--- config.mk ---
export PLATFORM = sky130hd
export DESIGN_NAME = adc_spi_responder
export DESIGN_NICKNAME = d
export VERILOG_FILES = /design/src/rtl/adc_spi_pkg.sv /design/src/rtl/spi_pin_sync.sv /design/src/rtl/adc_spi_responder.sv
export SDC_FILE = /design/constraint.sdc
export NUM_CORES = 1
export LEC_CHECK = 0
export ABC_AREA = 1
export CORE_MARGIN = 2
export CORE_UTILIZATION = 49
export DETAILED_ROUTE_END_ITERATION = 8
export GPL_TIMING_DRIVEN = 0
export HOLD_SLACK_MARGIN = 0.12
export PLACE_DENSITY_LB_ADDON = 0.12
export SLEW_MARGIN = 30
export SYNTH_ARGS = -nofsm -noshare
export SYNTH_HDL_FRONTEND = slang
export SYNTH_SLANG_ARGS = --single-unit
--- constraint.sdc ---
create_clock -name clk -period 4.82 [get_ports clk]
set_input_delay 1.205 -clock clk [delete_from_list [all_inputs] [get_ports clk]]
set_output_delay 1.205 -clock clk [all_outputs]
set_load 0.01 [all_outputs]
--- src/rtl/adc_spi_pkg.sv ---
// adc_spi_pkg: frame geometry and FSM state type shared by the ADC SPI responder.
package adc_spi_pkg;
    localparam int FRAME_BITS      = 16;
    localparam int DATA_W          = 12;
    localparam int ADDR_W          = 3;
    localparam int ADDR_FIRST_EDGE = 3;
    localparam int LEAD_ZEROS      = 4;

    typedef enum logic [1:0] {IDLE, SHIFT, TAIL} resp_state_t;
endpackage

--- src/rtl/spi_pin_sync.sv ---
// spi_pin_sync: multi-flop synchronizer for one SPI pin with rise/fall pulses.
module spi_pin_sync #(
    parameter int SYNC_STAGES = 2
) (
    input  logic clk,
    input  logic rst_n,
    input  logic pin_i,
    output logic level_o,
    output logic rise_o,
    output logic fall_o
);
    // Top bit is the extra delayed copy used only for edge detection.
    logic [SYNC_STAGES:0] sr_q;

    always_ff @(posedge clk) begin
        if (!rst_n) sr_q <= '0;
        else        sr_q <= {sr_q[SYNC_STAGES-1:0], pin_i};
    end

    assign level_o = sr_q[SYNC_STAGES-1];
    assign rise_o  = sr_q[SYNC_STAGES-1] & ~sr_q[SYNC_STAGES];
    assign fall_o  = ~sr_q[SYNC_STAGES-1] & sr_q[SYNC_STAGES];
endmodule

--- src/rtl/adc_spi_responder.sv ---
// adc_spi_responder: SPI slave emulating an 8-channel 12-bit serial ADC.
// Each frame returns the channel addressed by the previous completed frame.
module adc_spi_responder
    import adc_spi_pkg::*;
#(
    parameter int N_CH        = 8,
    parameter int SYNC_STAGES = 2
) (
    input  logic                   clk,
    input  logic                   rst_n,
    input  logic                   spi_sclk,
    input  logic                   spi_csn,
    input  logic                   spi_mosi,
    output logic                   spi_miso,
    output logic                   spi_miso_oe,
    input  logic [N_CH*DATA_W-1:0] ch_data,
    output logic                   addr_valid,
    output logic [ADDR_W-1:0]      addr,
    output logic                   frame_done,
    output logic                   frame_aborted,
    output logic [15:0]            frame_cnt,
    output logic                   busy
);
    localparam logic [4:0] A_FIRST = 5'(ADDR_FIRST_EDGE);
    localparam logic [4:0] A_LAST  = 5'(ADDR_FIRST_EDGE + ADDR_W - 1);
    localparam logic [4:0] F_LAST  = 5'(FRAME_BITS);

    logic sclk_lvl, sclk_rise, sclk_fall;
    logic csn_lvl, cs_rise, cs_fall;
    logic mosi_lvl, mosi_rise, mosi_fall;

    spi_pin_sync #(.SYNC_STAGES(SYNC_STAGES)) u_sync_sclk (
        .clk(clk), .rst_n(rst_n), .pin_i(spi_sclk),
        .level_o(sclk_lvl), .rise_o(sclk_rise), .fall_o(sclk_fall)
    );
    spi_pin_sync #(.SYNC_STAGES(SYNC_STAGES)) u_sync_csn (
        .clk(clk), .rst_n(rst_n), .pin_i(spi_csn),
        .level_o(csn_lvl), .rise_o(cs_rise), .fall_o(cs_fall)
    );
    spi_pin_sync #(.SYNC_STAGES(SYNC_STAGES)) u_sync_mosi (
        .clk(clk), .rst_n(rst_n), .pin_i(spi_mosi),
        .level_o(mosi_lvl), .rise_o(mosi_rise), .fall_o(mosi_fall)
    );

    logic unused_sync;
    assign unused_sync = &{1'b0, sclk_lvl, csn_lvl, mosi_rise, mosi_fall};

    // Channels beyond N_CH read as zero.
    logic [DATA_W-1:0] ch_arr [2**ADDR_W];
    for (genvar k = 0; k < 2**ADDR_W; k++) begin : g_ch
        if (k < N_CH) begin : g_on
            assign ch_arr[k] = ch_data[k*DATA_W +: DATA_W];
        end else begin : g_off
            assign ch_arr[k] = '0;
        end
    end

    resp_state_t           state_q;
    logic [4:0]            bit_cnt_q;
    logic [FRAME_BITS-1:0] word_q;
    logic [ADDR_W-2:0]     addr_sh_q;
    logic [ADDR_W-1:0]     cur_ch_q;
    logic [FRAME_BITS-1:0] load_d;
    logic [4:0]            cnt_d;

    assign load_d = {{LEAD_ZEROS{1'b0}}, ch_arr[cur_ch_q]};
    assign cnt_d  = bit_cnt_q + 5'd1;
    assign busy   = state_q != IDLE;

    always_ff @(posedge clk) begin
        if (!rst_n) begin
            state_q       <= IDLE;
            bit_cnt_q     <= '0;
            word_q        <= '0;
            addr_sh_q     <= '0;
            cur_ch_q      <= '0;
            spi_miso      <= 1'b0;
            spi_miso_oe   <= 1'b0;
            addr_valid    <= 1'b0;
            addr          <= '0;
            frame_done    <= 1'b0;
            frame_aborted <= 1'b0;
            frame_cnt     <= '0;
        end else begin
            addr_valid    <= 1'b0;
            frame_done    <= 1'b0;
            frame_aborted <= 1'b0;
            case (state_q)
                IDLE: begin
                    if (cs_fall) begin
                        word_q      <= load_d;
                        bit_cnt_q   <= '0;
                        spi_miso    <= load_d[FRAME_BITS-1];
                        spi_miso_oe <= 1'b1;
                        state_q     <= SHIFT;
                    end
                end
                SHIFT: begin
                    if (cs_rise) begin
                        frame_aborted <= 1'b1;
                        spi_miso      <= 1'b0;
                        spi_miso_oe   <= 1'b0;
                        state_q       <= IDLE;
                    end else if (sclk_rise) begin
                        bit_cnt_q <= cnt_d;
                        if (cnt_d >= A_FIRST && cnt_d < A_LAST) addr_sh_q <= {addr_sh_q[0], mosi_lvl};
                        if (cnt_d == A_LAST) begin
                            addr       <= {addr_sh_q, mosi_lvl};
                            addr_valid <= 1'b1;
                        end
                        if (cnt_d == F_LAST) begin
                            frame_done <= 1'b1;
                            frame_cnt  <= frame_cnt + 16'd1;
                            cur_ch_q   <= addr;
                            state_q    <= TAIL;
                        end
                    // The falling edge preceding rising edge 1 leaves bit 15 on the line.
                    end else if (sclk_fall && bit_cnt_q != 5'd0) begin
                        word_q   <= {word_q[FRAME_BITS-2:0], 1'b0};
                        spi_miso <= word_q[FRAME_BITS-2];
                    end
                end
                TAIL: begin
                    if (cs_rise) begin
                        spi_miso    <= 1'b0;
                        spi_miso_oe <= 1'b0;
                        state_q     <= IDLE;
                    end else if (sclk_fall) begin
                        word_q    <= load_d;
                        bit_cnt_q <= '0;
                        spi_miso  <= load_d[FRAME_BITS-1];
                        state_q   <= SHIFT;
                    end
                end
                default: state_q <= IDLE;
            endcase
        end
    end
endmodule

**Yosys cells after proc, flatten, opt, wreduce, memory -nomap -nowiden**

Index checks and enable logic that the tools add are counted.

- Add/sub/neg operators: 2
- $lt $le $gt $ge: 3
- Equality and inequality tests: 17
- Muxes and demuxes: 36
- Bitwise logic cells: 13
- Reduce and logical (&&, ||, !) cells: 18

Operator list:

| operator | number |
|---|---|
| $mux W15 | 6 |
| $pmux W15 S3 | 1 |
| $bmux W12 S3 | 1 |
| $mux W5 | 5 |
| $mux W12 | 2 |
| $add A16 B1 Y16 const B | 1 |
| $reduce_and A4 Y1 | 4 |
| $ne A3 B3 Y1 const B | 5 |
| $pmux W5 S3 | 1 |
| $ne A2 B2 Y1 const B | 7 |
| $mux W2 | 6 |
| $mux W1 | 11 |
| $not A1 Y1 | 8 |
| $reduce_and A7 Y1 | 1 |
| $pmux W2 S3 | 1 |
| $reduce_and A6 Y1 | 1 |
| $add A5 B1 Y5 const B | 1 |
| $eq A5 B3 Y1 const B | 1 |
| $eq A5 B5 Y1 const B | 1 |
| $ge A5 B2 Y1 const B | 1 |
| $lt A5 B3 Y1 const B | 1 |
| $reduce_and A5 Y1 | 1 |
| $reduce_bool A5 Y1 | 1 |
| $and A1 B1 Y1 | 4 |
| 15 further kinds | 17 |

- Flip-flop bits (word level): 59
- Output and inout port bits: 25
- Word-level logic and storage cells: 104

**Logic depth before layout (Yosys ltp)**

- Word-level depth: 7
- Depth in mapped cells: 12
- Mapped depth without buffers: 12

**Cells and area by module**

A second synthesis with hierarchy kept.

- Cell total of the unflattened synthesis: 613
- Area total of the unflattened synthesis: 3843.7 µm²

Modules (own cells, without submodules):

| module | times used | cells an instance | area an instance (µm²) | seq. area each (µm²) |
|---|---|---|---|---|
| adc_spi_responder | 1 | 574 | 3543.4 | 1021.0 |
| spi_pin_sync | 3 | 13 | 100.1 | 60.1 |

**Worst setup path after synthesis**

No wires, ideal clock.

- Kind: in2reg
- Start point: input port rst_n
- End point: register addr_sh_q[0]
- Arrival time: 1.943 ns
- Slack: 2.813 ns
- Stages on the path: 4
- Path buffers: 2
- Cell sequence: clkbuf_1 buf_1 o21ai_0 nor2_1

RTL lines:

| what | line | text |
|---|---|---|
| start: declaration | adc_spi_responder.sv:10 | `input logic rst_n,` |
| end signal: assignment | adc_spi_responder.sv:106 | `if (cnt_d >= A_FIRST && cnt_d < A_LAST) addr_sh_q <= {addr_sh_q[0], mosi_lvl};` |
| end: declaration | adc_spi_responder.sv:61 | `logic [ADDR_W-2:0] addr_sh_q;` |

**Worst setup path in the final report**

- Start point: register state_q[1]
- End point: output port busy

- Cells in the longest elaborated chain, start to end: 1

Ends and longest elaborated chain:

| what | line | text |
|---|---|---|
| start: declaration | adc_spi_responder.sv:58 | `resp_state_t state_q;` |
| start signal: assignment | adc_spi_responder.sv:72 | `state_q <= IDLE;` |
| start signal: assignment | adc_spi_responder.sv:95 | `state_q <= SHIFT;` |
| start signal: assignment | adc_spi_responder.sv:103 | `state_q <= IDLE;` |
| $reduce_bool A2 Y1 | adc_spi_responder.sv:68 | `assign busy = state_q != IDLE;` |
| end: declaration | adc_spi_responder.sv:22 | `output logic busy` |

No other way between the ends.

==> flow_summary.toml <==
[sta]
setup_viol = 0
slew_headroom = 0.637
max_slew.worst_pin.slew_ns = 0.541
fin_crit_ns = 2.89
fin_crit_sh = 0.600
rsz0062_at_grt = "false"
slew_viol_final = 0
finalHoldViolCount = 0
fin_setup_tns_ns = 0
fin_skew_ns = 0.0146
fmax_ghz = 0.346

[cts]
clk_pin_slew_ns = 0.06
cts_tree = "done"
numClockSinks = 59
post_cts_buffers = 0
ctsResizeCount = 0
clk_latency_ns = 0.35
ctsRootBufferMaster = "clkbuf_8"
numCtsBuffers = 9
cts_buffer_depth = 2
ctsHoldBuffers = 0
h-tree-depth = 3

[logic_synthesis]
yosys.area_share.simple = 0.431
synth_compound_area_frac = 0.110
synth_xor_area_frac = 0.0142
syn-num-nets = 699
synth_fa_ha_area_frac = 0.0339
yosysSeqAreaShare = 0.320
synth_mux_area_frac = 0
yosysTopAreaCellShare = 0.320
syn_avg_cell_area_sq_um = 6.28
netlist_area_sq_mm = 0.00369
yosysMostFrequentCell = "nand2_1"
ys_async_sr_fraction = 0
synthTopCellsByArea = "dfxtp_1, nand2_1, nand3_1"
synth_top_family_by_area = "simple AND/OR/NAND/NOR gates"
synth_commonest_cells = "nand2_1, nand3_1, dfxtp_1"
ys_warn_count = 0
synth.distinct_cells = 32
syn_inst = 588
synthFlopType = "dfxtp_1"
synth_top_cell_by_area = "dfxtp_1"
synth-seq-cells = 59
synth_edf_count = 0

[grt]
antenna_found_initial = 0
grt_pass1_wl_microns = 19100
grt_usage = 0.283
first_global_vias = 3992
grt-ovfl-total = 0
grt_max_degree = 12

[worst_setup_path]
end_kind = "primary output"
cp-start-kind = "register"
worstPathArrival_ns = 1.69
path_max_fanout = 4
crit_type = "reg2out"
required_ns = 3.62

[power]
vdd_drop_max_v = 0.000342
p_per_area_mw_per_mm2 = 302
finalPower_mw = 1.59
p_leak_nw = 2.16

[route]
routedWlPerCell_microns = 14.1
viasPerCell = 5.18
vias = 4287
wl_microns = 11700
firstDrtPassIters = 5
drc_errors = 0
first_iter_violations = 151
ant_nets = 0

[finish]
drive_above_1_share = 0.0782
multi_input_area_sq_mm = 0.00217
n_antenna_cell = 0
utilization = 0.726
fill_cells = 615
seqCellArea_sq_mm = 0.00118
areaGrowthSynthToFinish_pct = 42.7
nets = 835

[placed_design]
gp_congestion = 0.936
dpl.hpwl_microns = 9020
portBuffers = 125

[floorplan]
die_w_microns = 90.8
rows = 31
fp.dieH_microns = 90.8
die_area_sq_mm = 0.00824
start_util = 0.509
coreArea_sq_mm = 0.00725
num_io_pins = 126

[worst_hold_path]
hp-class = "reg2reg"

[status]
outcome = "complete, no violations"

[run]
maxCapViolations = 0
==> placed cells by master, fill, tap and decap left out, drive strengths merged <==
cell type      count
buf               21
clkbuf            17
o21ai             21
inv               50
dfxtp             59
clkdlybuf4s50    125
a21oi             35
clkinv             3
nand3            103
clkinvlp           2
a22oi              2
o211ai            13
xor2               6
nand3b             1
or2                1
nand4              4
nor2              59
ha                10
bufinv             1
nor3               5
nand2            191
==> registers in the layout, indices dropped and copies added, names as in the netlist <==
| signal | count |
|---|---|
| state_q | 2 |
| spi_miso | 1 |
| cur_ch_q | 3 |
| word_q | 15 |
| frame_cnt | 16 |
| u_sync_sclk.sr_q | 3 |
| spi_miso_oe | 1 |
| frame_done | 1 |
| addr_sh_q | 2 |
| u_sync_mosi.sr_q | 2 |
| bit_cnt_q | 5 |
| u_sync_csn.sr_q | 3 |
| frame_aborted | 1 |
| addr | 3 |
| addr_valid | 1 |
==> power by group <==
group | internal, mW | switching, mW | total [mW]
sequential | 0.544 | 0.0430 | 0.587
clock | 0.252 | 0.204 | 0.457
combinational | 0.240 | 0.305 | 0.545
total | 1.04 | 0.552 | 1.59
==> logic make-up after synthesis <==
logic type	count (synthesis)
DFF	59
and+or+nand+nor	364
AOI/OAI and AO/OA	71
adders and majority gates	10
buffers and inverters	78
xor gates and xnor gates	6
==> metrics by stage <==
step | instances | worst slack [ns] | hold WS [ns] | area [sq um]
finish | 828 | 1.93 | 0.418 | 5270
global placement | 812 | 1.91 | 0.403 | 5060
CTS | 828 | 1.94 | 0.420 | 5270
global route | 828 | 1.86 | 0.440 | 5270
floorplan | 588 | 2.81 | 0.390 | 3690
detailed placement | 812 | 1.89 | 0.405 | 5060
==> layer usage <==
layer / routed length, microns / global-route usage
met1: 5140 / 0.350
met5: 0 / 0
met4: 244 / 0.0884
met3: 877 / 0.0609
met2: 5460 / 0.491
==> worst max-delay path, cell delays in order (launching register included) <==
cell	delay [ns]
dfxtp_1	0.40
inv_1	0.09
ha_1	0.21
inv_1	0.11
clkdlybuf4s50_1	0.54
==> cell type report <==
type	count	share of cell area
plain buffers	28	0.0280
clock buffers	10	0.0261
clock inverters	6	0.0121
inverters	50	0.0361
multi-input cells	451	0.412
flip-flops and latches	59	0.224
well taps	99	0.0235
repair buffers	125	0.238
==> worst paths after layout <==
check	startpoint	end	depth (start not counted)	slack, ns
worst max register to register	bit_cnt_q[0]	cur_ch_q[2]	11	2.94
worst max-delay path	state_q[1]	busy	4	1.93
worst min-delay path	u_sync_csn.sr_q[0]	u_sync_csn.sr_q[1]	2	0.42
worst min register to register	u_sync_csn.sr_q[0]	u_sync_csn.sr_q[1]	2	0.42
Note: power is estimated with default switching activity, not from simulation.
==> edit 1: new RTL, config.mk and constraints unchanged <==
`SYNC_STAGES` is set to 2 in 2 places; all go to 4.
--- a/src/rtl/spi_pin_sync.sv
+++ b/src/rtl/spi_pin_sync.sv
@@ -1,6 +1,6 @@
 // spi_pin_sync: multi-flop synchronizer for one SPI pin with rise/fall pulses.
 module spi_pin_sync #(
-    parameter int SYNC_STAGES = 2
+    parameter int SYNC_STAGES = 4
 ) (
     input  logic clk,
     input  logic rst_n,
--- a/src/rtl/adc_spi_responder.sv
+++ b/src/rtl/adc_spi_responder.sv
@@ -4,7 +4,7 @@
     import adc_spi_pkg::*;
 #(
     parameter int N_CH        = 8,
-    parameter int SYNC_STAGES = 2
+    parameter int SYNC_STAGES = 4
 ) (
     input  logic                   clk,
     input  logic                   rst_n,
Formal check against the unedited RTL: not equivalent (Yosys sat finds a counterexample within 10 cycles, from zero or initial values and one cycle with rst_n low).
==> edit 1 against the unedited design <==
Sequential share of layout area is 1.6 points higher; die area is 5.6% higher; setup slack better by 0.018 ns; wire length is 3.8% higher; area after synthesis is 5.9% higher; design area is 3.0% higher; power is 11% lower; maximum frequency is 0.63% higher; sequential cell count is 6 higher; synthesized cell count is 2.9% higher; non-clock buffer count is 4 higher; clock skew is 0.0027 ns lower; largest cell class unchanged.
==> edit 1: results (changes against the unedited design) <==
outcome=complete, no violations (unchanged); routed via count=4488 (was 4287); Max clock buf depth=2 (unchanged); DP Wirelength=9360 µm (was 9020 µm); n_diodes=0 (unchanged); Clock Tree Root=clkbuf_8 (unchanged); clk slew on worst S/H paths=0.07 ns; I/O Buffers=124 (was 125); post-CTS sizing=0 (unchanged); skew final=0.0118 ns (was 0.0146 ns); nets=851 (was 835); slew margin rel.=49.0% (was 63.7%); Final Wtd Congestion=0.905 (was 0.936); Syn Nets=716 (was 699); Slowest-stage cell, CP=clkdlybuf4s50_1 (unchanged); first-pass GRT wire length=19100 µm (about the same); top_reg_cell synth=dfxtp_1 (unchanged); Post-synth ARST share=0% (unchanged); Largest regs=frame_cnt x16, word_q x15 (was frame_cnt x16, word_q x15, bit_cnt_q x5); initial antenna violation count=0 (unchanged); synth cell count leaders=nand2_1 (124), nor2_1 (97), o21ai_0 (81), dfxtp_1 (65) (was nand2_1 (186), nand3_1 (102), dfxtp_1 (59), nor2_1 (55), inv_1 (42)); Skew-Pair Late Insertion Delay=0.33 ns (was 0.35 ns); GRT Total Usage=27.5% (was 28.3%); vias in the first global route=4186 (was 3992); layout cells sized above 1=7.67% (was 7.82%); largest net degree at the start of global routing=11 (was 12); Yosys Warn Count=0 (unchanged); DRT Wirelength=12200 µm (was 11700 µm); Worst VDD drop=0.000246 V (was 0.000342 V); Fillers=683 (was 615); Lkg Pwr=2.18 nW (was 2.16 nW); initial DRC count=138 (was 151); count of different cell masters after synthesis=28 (was 32); CP max stage delay=0.54 ns (about the same); arrival time worst endpoint=1.67 ns (was 1.69 ns); CTS buffer count=9 (unchanged); Post-CTS Setup Bufs=0 (unchanged); drt pass-1 iters=5 (unchanged); synth top area cells=dfxtp_1 (33%), nand2_1 (12%), o21ai_0 (10%) (was dfxtp_1 (32%), nand2_1 (19%), nand3_1 (14%)); H-tree levels=3 (unchanged); CP Max Fanout=4 (unchanged); max reg flops=16 (unchanged); worst hold-check path type=reg -> reg (unchanged); sequential-to-total area share from yosys stat=33.3% (was 32.0%); Largest Register=frame_cnt (unchanged)
## edit 1: cell count changes after synthesis, sizes merged, moves of 23 or more
| cell | unedited run | this run |
|---|---|---|
| o22ai | 0 | 23 |
| nor2 | 59 | 100 |
| o21ai | 21 | 81 |
| nand2 | 191 | 138 |
| nand3 | 103 | 46 |
## edit 1: area by class of cell
class                           instances  area (µm²)  area share (%)
Buffer                                 33         161            2.98
Clock buffer                           10         128            2.35
Clock inverter                          4        22.5           0.415
Inverter                               52         198            3.64
Multi-Input combinational cell        455        2250            41.4
Sequential cell                        65        1300            24.0
Tap cell                              102         128            2.35
Timing Repair Buffer                  124        1240            22.9
## edit 1: final timing paths
path	startpoint	to	slack (ns)	cells past startpoint
worst max-delay path	state_q[0]	busy	1.95	4
worst max register to register	state_q[1]	bit_cnt_q[3]	2.88	10
worst min-delay path	u_sync_csn.sr_q[0]	u_sync_csn.sr_q[1]	0.41	2
worst min register to register	u_sync_csn.sr_q[0]	u_sync_csn.sr_q[1]	0.41	2
## edit 1: critical path: cells and delay by family (launching register included)
family / cells / cell delay, ns
buf+inv: 3 / 0.73
fa+ha+maj: 1 / 0.23
flops: 1 / 0.39
## edit 1: stage by stage
| stage | setup slack (ns) | total power, mW | util, % | instance area [µm²] | std cells |
|---|---|---|---|---|---|
| finish | 1.95 | 1.41 | 70.2 | 5430 | 845 |
| global route | 1.87 | 1.49 | 70.2 | 5430 | 845 |
| floorplan | 2.73 | 0.874 | - | 3910 | 605 |
| CTS | 1.94 | 1.41 | 70.2 | 5430 | 845 |
| detailed placement | 2.31 | 1.04 | 68.3 | 5280 | 831 |
| global placement | 2.33 | 1.03 | 68.3 | 5280 | 831 |
## edit 1: logic make-up after synthesis
kind of cell    synth area share (%)
xor+xnor                        1.79
compound gates                  18.9
flops                           33.3
fa+ha+maj                       3.20
buf+inv                         9.19
simple gates                    33.6
## edit 1: layer usage
metal | share of wire [%] | routed length, µm | GRT usage, % | up-vias
li1 | - | - | - | 2254
met1 | 41 | 4950 | 30.8 | 2060
met2 | 49 | 5990 | 49.4 | 142
met3 | 6.6 | 806 | 7.17 | 32
met4 | 3.3 | 404 | 10.7 | 0
met5 | 0 | 0 | 0 | -
## edit 1: report_power, final
group / switching, mW / internal [mW] / leakage [nW]
logic: 0.223 / 0.183 / 1.58
clock network: 0.197 / 0.178 / 0.0778
registers: 0.0362 / 0.593 / 0.527
==> edit 2: new RTL, config.mk and constraints unchanged <==
Without the edit above. Make the reset (`rst_n`) asynchronous in 2 clocked blocks.
--- a/src/rtl/spi_pin_sync.sv
+++ b/src/rtl/spi_pin_sync.sv
@@ -12,7 +12,7 @@
     // Top bit is the extra delayed copy used only for edge detection.
     logic [SYNC_STAGES:0] sr_q;
 
-    always_ff @(posedge clk) begin
+    always_ff @(posedge clk or negedge rst_n) begin
         if (!rst_n) sr_q <= '0;
         else        sr_q <= {sr_q[SYNC_STAGES-1:0], pin_i};
     end
--- a/src/rtl/adc_spi_responder.sv
+++ b/src/rtl/adc_spi_responder.sv
@@ -67,7 +67,7 @@
     assign cnt_d  = bit_cnt_q + 5'd1;
     assign busy   = state_q != IDLE;
 
-    always_ff @(posedge clk) begin
+    always_ff @(posedge clk or negedge rst_n) begin
         if (!rst_n) begin
             state_q       <= IDLE;
             bit_cnt_q     <= '0;
Function: differs if rst_n is asserted again (counterexample within 10 cycles, from zero or initial values and one cycle with rst_n low); with rst_n held inactive, the same outputs for 10 cycles.
==> edit 2 against the unedited design <==
Design area grew 2.3%; synthesized cell count is 6.5% lower; sequential power is 8.3% higher; area after synthesis grew 2.4%; wire length rose by 2.9%; setup slack worse by 0.032 ns; power up 8.5%; sequential cell count unchanged.
==> edit 2: results (changes against the unedited design) <==
outcome=complete, no violations (unchanged); synth cell count leaders=nand2_1 (170), nand3_1 (68), nor2_1 (65), dfrtp_1 (59), o21ai_0 (45) (was nand2_1 (186), nand3_1 (102), dfxtp_1 (59), nor2_1 (55), inv_1 (42)); met1 WL=4930 µm (was 5140 µm); hold_sp=u_sync_mosi.sr_q[0] (was u_sync_csn.sr_q[0]); XOR/XNOR Fraction of Synth Area=2.75% (was 1.42%); top_reg_cell synth=dfrtp_1 (was dfxtp_1); DP Wirelength=8950 µm (was 9020 µm); Lkg Pwr=2.45 nW (was 2.16 nW); slew margin rel.=65.3% (was 63.7%); Clock Tree Root=clkbuf_8 (unchanged); area share of fa/ha/maj cells after synthesis=3.31% (was 3.39%); Hold Slack=0.350 ns (was 0.418 ns); CTS buffer count=9 (unchanged); routed via count=4210 (was 4287); DRT Wirelength=12100 µm (was 11700 µm); Cells after DPL=778 (was 812); first-pass GRT wire length=19400 µm (was 19100 µm); Syn Nets=661 (was 699); Met3 Wirelength=979 µm (was 877 µm); Mapped Cells=550 (was 588); WL met2=5590 µm (was 5460 µm); synth top area cells=dfrtp_1 (39%), nand2_1 (17%), nand3_1 (9.0%) (was dfxtp_1 (32%), nand2_1 (19%), nand3_1 (14%)); Critical Path Start=state_q[0] (was state_q[1]); nets=798 (was 835); skew final=0.00958 ns (was 0.0146 ns); initial DRC count=238 (was 151); layout cells sized above 1=6.36% (was 7.82%); Seq group=636 µW (was 587 µW); Fillers=653 (was 615); Final Wtd Congestion=0.946 (was 0.936); Hold EP=u_sync_mosi.sr_q[1] (was u_sync_csn.sr_q[1]); switching pwr=594 µW (was 552 µW); Clock group=476 µW (was 457 µW); CP Max Fanout=4 (unchanged); sequential-to-total area share from yosys stat=39.1% (was 32.0%); arrival time worst endpoint=1.72 ns (was 1.69 ns); GRT Total Usage=29.2% (was 28.3%); RR Startpoint=state_q[1] (was bit_cnt_q[0]); post-synthesis mux area share=0.265% (was 0%); Place WS=2.27 ns (was 1.89 ns); vias in the first global route=4094 (was 3992); fin cells=794 (was 828); RR Endpoint=frame_cnt[5] (was cur_ch_q[2]); FMAX=0.342 GHz (was 0.346 GHz); count of different cell masters after synthesis=30 (was 32); Worst VDD drop=0.000255 V (was 0.000342 V); post-synth top area share=39.1% (was 32.0%); Post-synth ARST share=100% (was 0%); Hold Crit Depth=0 (was 2); setup slack, reg-to-reg=2.90 ns (was 2.94 ns); post-synthesis compound-gate area fraction=10.3% (was 11.0%); cts hold-fix bufs=0 (unchanged); largest net degree at the start of global routing=40 (was 12)
==> edit 2: cell types whose count changed after synthesis, moves of 16 or more <==
cell,before,now
dfrtp_1,0,59
nand2_1,186,170
nand3_1,102,68
dfxtp_1,59,0
a21oi_1,35,6
o21ai_0,15,45
==> edit 2: critical path: stages (launching register included) <==
cell and delay [ns]:
dfrtp_1 0.42, inv_1 0.09, ha_1 0.23, inv_1 0.10, clkdlybuf4s50_1 0.54
==> edit 2: layer usage <==
layer	up-vias	GRT usage (%)
met2	199	47.0
met1	1925	36.3
met4	0	16.7
met5	-	0
li1	2047	-
met3	39	6.33
==> edit 2: layout make-up <==
class / instances / area [µm²] / area share [%]
Buffer: 26 / 138 / 2.55
Inverter: 47 / 176 / 3.27
Clock buffer: 12 / 165 / 3.07
Tap cell: 102 / 128 / 2.37
Multi-Input combinational cell: 418 / 1990 / 36.9
Timing Repair Buffer: 126 / 1270 / 23.5
Clock inverter: 4 / 47.5 / 0.882
Sequential cell: 59 / 1480 / 27.4
